<file path="config.mk">
export PLATFORM = sky130hd
export DESIGN_NAME = mux_4x1_nbit
export DESIGN_NICKNAME = d
export VERILOG_FILES = /design/src/rtl/mux_4x1_nbit.sv
export SDC_FILE = /design/constraint.sdc
export NUM_CORES = 1
export LEC_CHECK = 0
export CELL_PAD_IN_SITES_DETAIL_PLACEMENT = 0
export CELL_PAD_IN_SITES_GLOBAL_PLACEMENT = 1
export CORE_ASPECT_RATIO = 0.7
export CORE_MARGIN = 2
export CORE_UTILIZATION = 23
export DETAILED_ROUTE_END_ITERATION = 8
export GPL_ROUTABILITY_DRIVEN = 0
export PLACE_DENSITY = 0.88
export SLEW_MARGIN = 10
export SYNTH_ARGS = -nofsm -noshare
export SYNTH_HDL_FRONTEND = slang
export SYNTH_SLANG_ARGS = --single-unit
export TNS_END_PERCENT = 50
</file>
<file path="constraint.sdc">
create_clock -name clk -period 3 [get_ports clk]
set_input_delay 0.6 -clock clk [delete_from_list [all_inputs] [get_ports clk]]
set_output_delay 0.6 -clock clk [all_outputs]
set_load 0.005 [all_outputs]
</file>
<file path="src/rtl/mux_4x1_nbit.sv">
// Purpose: 4:1 n-bit multiplexer with a single registered output stage.
// Latency: 1 clk from input transfer to Y/S_out/out_valid.
// Backpressure: valid/ready on both sides. in_ready = !out_valid || out_ready, so a full stage accepts a new item in the same cycle it is drained.
//
// Ports:
//   clk, rst          - clock; synchronous active-high reset
//   A, B, C, D        - n-bit data sources selected by S = 00, 01, 10, 11
//   S                 - 2-bit select code
//   in_valid/in_ready - upstream handshake for A/B/C/D/S
//   Y, S_out          - registered selected data and the select code that produced it
//   out_valid/out_ready - downstream handshake for Y/S_out
module mux_4x1_nbit #(
    parameter int n = 8
) (
    input  logic         clk,
    input  logic         rst,
    input  logic [n-1:0] A,
    input  logic [n-1:0] B,
    input  logic [n-1:0] C,
    input  logic [n-1:0] D,
    input  logic [1:0]   S,
    input  logic         in_valid,
    output logic         in_ready,
    output logic [n-1:0] Y,
    output logic [1:0]   S_out,
    output logic         out_valid,
    input  logic         out_ready
);

    logic [n-1:0] sel_dat;
    logic         in_xfer;
    logic         out_xfer;

    // Source selection; the 2-bit select has no unused encodings.
    always_comb begin
        sel_dat = A;
        case (S)
            2'b00: sel_dat = A;
            2'b01: sel_dat = B;
            2'b10: sel_dat = C;
            2'b11: sel_dat = D;
        endcase
    end

    // The stage can take a new item when it is empty or when its current
    // item leaves on this same edge.
    assign in_ready = !out_valid || out_ready;
    assign in_xfer  = in_valid && in_ready;
    assign out_xfer = out_valid && out_ready;

    // Reset wins over any handshake on the same edge, so an item offered
    // while rst is high is dropped. Y/S_out only change on an input
    // transfer; when out_valid falls they keep their last value.
    always_ff @(posedge clk) begin
        if (rst) begin
            Y         <= '0;
            S_out     <= 2'b00;
            out_valid <= 1'b0;
        end else begin
            if (in_xfer) begin
                Y         <= sel_dat;
                S_out     <= S;
                out_valid <= 1'b1;
            end else if (out_xfer) begin
                out_valid <= 1'b0;
            end
        end
    end

endmodule

</file>
Word-level counts from Yosys, hierarchy flattened

Cells that the tools add are included.

Flip-flop bits (word level): 11
Bits in latches: 0
Output and inout bits: 12
ROM bits: 0
Bits of input ports: 38
Memory bits (writable): 0
Memories: 0

Mux-type cells: 3
Shift-type cells: 0
Bitwise operators: 0
Reductions and logical operators: 6
Divide/modulo/power cells: 0
Add/subtract/negate cells: 0
Multipliers: 0
Eq/ne operators: 3
$lt $le $gt $ge: 0

Operators with widths:

| operator                                       | number |
|---|---|
| case mux 8 bit (4 select lines)                | 1 |
| == test 2 bit (second input constant)          | 2 |
| == test 2 x 1 -> 1 bit (second input constant) | 1 |
| logical AND 1 bit                              | 2 |
| logical NOT 2 bit                              | 1 |
| two-way mux 1 bit                              | 2 |
| nonzero test 2 bit                             | 1 |
| logical NOT 1 bit                              | 1 |
| logical OR 1 bit                               | 1 |

Logic depth before layout (Yosys ltp)

Word-level depth: 4
Gate-level depth with buffers: 5

Least setup slack after synthesis

OpenSTA, ideal clock, no wires.

Kind: input-to-output
Start point: input out_ready
End point: output in_ready
Arrival: 0.954 ns
Setup slack: 1.446 ns
Cell stages on the path: 3
Buffers on the path: 1
Required time: 2.400 ns
Cell sequence: nor2b_1 inv_2 buf_2

Longest elaborated chain between the ends: 1

Ends and longest elaborated chain:

| what             | RTL line | text |
|---|---|---|
| start, declared  | 27       | `input logic out_ready` |
| logical OR 1 bit | 47       | `assign in_ready = !out_valid \|\| out_ready;` |
| end, declared    | 23       | `output logic in_ready,` |

Every way passes these cells.

Worst setup path after layout

Ends and elaborated chain as after synthesis.

==> run summary <==
The tools report the CTS root buffer as sky130_fd_sc_hd__clkbuf_8. The run gives 11.1% as the global-route total usage across every layer. The library cells used most frequently in the layout, excluding fill and tap cells, are sky130_fd_sc_hd__clkdlybuf4s50_1, sky130_fd_sc_hd__dfxtp_1, sky130_fd_sc_hd__a21oi_1. For the total via count after detailed routing, the log shows 652. Row generation in the floorplan step produced 15 rows. Measured along the y axis, the die boundary spans 47.0 um. Along the worst hold path, the cell count comes to 2. For the first-pass GRT wire length, the log shows 2560 um. In this run the power spent charging and discharging nets is 0.0922 mW. The run gives 650 as the number of global-route vias before repair. From synthesis to final layout, the design area changed by 90.3%. The finished cells cover 0.00115 mm2. Setup repair after global routing left no endpoint under its margin. For this design the static power due to leakage is 0.405 nW.

The clock-pin transition on the worst setup and hold timing paths is 0.05 ns. The tools report the post-place instance area as 0.00111 mm2. The CTS H-tree depth is 1, and the mean instance size in the synthesized netlist is 10.1 um2. Counting flops and latches in the post-synthesis netlist gives 11. Subtracting the final worst setup slack from the clock period gives 2.40 ns.

The run gives 0 as the number of antenna diodes. The run gives 24.5% as the effective utilization at floorplan. The tools report the fmax as 417 MHz. The routed design uses 825 um of met2 wire. The first detailed-routing pass took 4 iterations. The number of buffers inserted during clock tree synthesis was 3; the worst clock skew was 0.00228 ns. Wire segments on met3 add up to 247 um in the final route. Summed over all layers, the routed wires come to 1750 um. Internal power comes to 0.334 mW. The worst-case IR drop observed on VDD is 0.126 mV. Summing the sequential cell areas from Yosys gives 36.3% of the chip area. STA puts the critical path data required time at 2.40 ns. TritonCTS built the clock tree. In the final routing, the length of wire on met1 measures 678 um.

Most frequent standard cell in the layout excluding fill and tap cells: sky130_fd_sc_hd__clkdlybuf4s50_1. The yosys synthesis warning count was 0. The flow ran to the end, and the final reports show no timing, DRC or antenna violations.

The tools report the number of max-cap violations as 0. In this run the cell area of the synthesized design comes to 607 um2. After the last flow step, the layout net total stands at 146.

Entering global routing, the biggest net connects 13 pins. In this run the worst path has a maximum fanout of 12. Dividing total power by cell area gives a power density of 369 mW/mm2.

After layout, the worst path uses 80.0% of the clock period. The length in cells of the worst reg-to-reg path was 4. The buffer count from post-CTS setup fixing is 0. The mean number of vias per cell is 4.62. The tightest min-delay check is of the flip-flop to flip-flop type. Number of nets still failing antenna checks after routing: 0. Summed over all failing endpoints, the final setup total negative slack is 0 ns. At the worst endpoint, the arrival time is 1.80 ns. The initial detailed-routing violation count is 10. For the part of the power in registers, the log shows 37.9%.

Net switching is 21.7% of the power. The area of the core came out at 0.00248 mm2. For this design, the sink count on the clock tree is 11. No sink is reached through more buffers than the 2 on the longest clock path. The top metal layer carrying routed signals was met3. The count of unresolved DRC violations after routing came out at 0. STA classifies the critical path startpoint as an input pin.

The ratio of cells with drive above 1 in the final layout works out to 12.1%. The number of setup violations in the final report came out at 0. The die covers 0.00307 mm2. At the later pin of the worst-skew pair, clock insertion delay measures 0.23 ns. The final number of hold-violating endpoints is 0.

The quantity of I/O buffers inserted on ports is 49. The run gives 0 as the number of buffers added to fix hold violations after cts. Of the total power, combinational logic draws 28.0%. For this run, the share of the core covered by cells in the final layout is 46.6%. The number of gates resized after CTS was 0. Counting every instance in the synthesized netlist gives 60.

For the pin with the worst max-slew slack, the measured transition is 0.532 ns. The tools report the type of destination of the critical path as a primary output. The tools report the post-synth net total as 98. Post-synthesis cell type count: 13. Total global routing overflow: 0. The tools report the max-slew headroom at the worst pin as 64.4%. Count of boundary I/O pins: 50. After detailed routing, the average wire length per cell comes to 12.4 um. The number of pins with negative max-slew slack in the final report is 0, and the horizontal extent of the die is 65.4 um. The critical path class is input pin to primary output. Initial antenna violation count: 0. Of the total power, the clock network draws 34.2%.
## cells by family after synthesis
logic type | Yosys count | share of synthesized area, %
and+or+nand+nor | 11 | 9.28
AOI/OAI and AO/OA | 21 | 17.3
buffers and inverters | 9 | 7.42
DFF | 11 | 36.3
muxes | 8 | 29.7
## synthesized netlist by cell type
library cell / instances / share of area [%]
sky130_fd_sc_hd__buf_6: 1 / 1.9
sky130_fd_sc_hd__nand3_1: 10 / 8.2
sky130_fd_sc_hd__mux4_2: 8 / 30
sky130_fd_sc_hd__o21ai_0: 8 / 6.6
sky130_fd_sc_hd__dfxtp_1: 11 / 36
sky130_fd_sc_hd__nor2b_1: 1 / 1.0
sky130_fd_sc_hd__clkbuf_2: 1 / 0.82
sky130_fd_sc_hd__a21oi_1: 11 / 9.1
sky130_fd_sc_hd__clkbuf_1: 3 / 1.9
sky130_fd_sc_hd__buf_2: 2 / 1.6
sky130_fd_sc_hd__inv_2: 1 / 0.62
sky130_fd_sc_hd__inv_1: 1 / 0.62
sky130_fd_sc_hd__o21ai_1: 2 / 1.6
## cell type report
type                    instances  area [um2]
inverters                       2        7.51
repair buffers                 50         498
fillers                       232        1320
well taps                      34        42.5
flip-flops and latches         11         220
clock buffers                   4        45.0
multi-input cells              40         342
## per-stage QoR
step | worst slack, ns | hold WS (ns) | cells | power [mW]
2_1_floorplan | 1.45 | 0.464 | 60 | 0.211
4_1_cts | 0.590 | 0.475 | 141 | 0.431
5_1_grt | 0.541 | 0.501 | 141 | 0.444
3_3_place_gp | 0.601 | 0.466 | 137 | 0.282
3_5_place_dp | 0.597 | 0.468 | 137 | 0.285
6_report | 0.600 | 0.473 | 141 | 0.426
## worst max-delay path, stage by stage
cell,delay [ns]
sky130_fd_sc_hd__clkdlybuf4s50_1,0.45
sky130_fd_sc_hd__nor2b_1,0.06
sky130_fd_sc_hd__inv_2,0.15
sky130_fd_sc_hd__clkdlybuf4s50_1,0.53
## power by group through the flow
stage	clock network, mW	registers (mW)	logic, mW
floorplan	0	0.165	0.0458
global placement	0	0.164	0.118
detailed placement	0	0.164	0.120
CTS	0.149	0.162	0.121
global route	0.154	0.162	0.128
finish	0.145	0.161	0.119
## sequential cells by signal (all words and copies together) (netlist names)
signal,cells
S_out,2
Y,8
out_valid,1
## path summary, 6_finish.rpt
path         slack [ns]        to  startpoint
min                0.47      Y[7]        Y[7]
max                0.60  in_ready   out_ready
max reg2reg        1.97      Y[6]   out_valid
min reg2reg        0.47      Y[7]        Y[7]
## metal layers
layer / global-route usage, % / vias up
li1: - / 320
met5: 0 / -
met1: 12.4 / 290
met4: 6.25 / 0
met3: 4.08 / 0
met2: 19.2 / 42
Power figures use the tool's default switching activity.
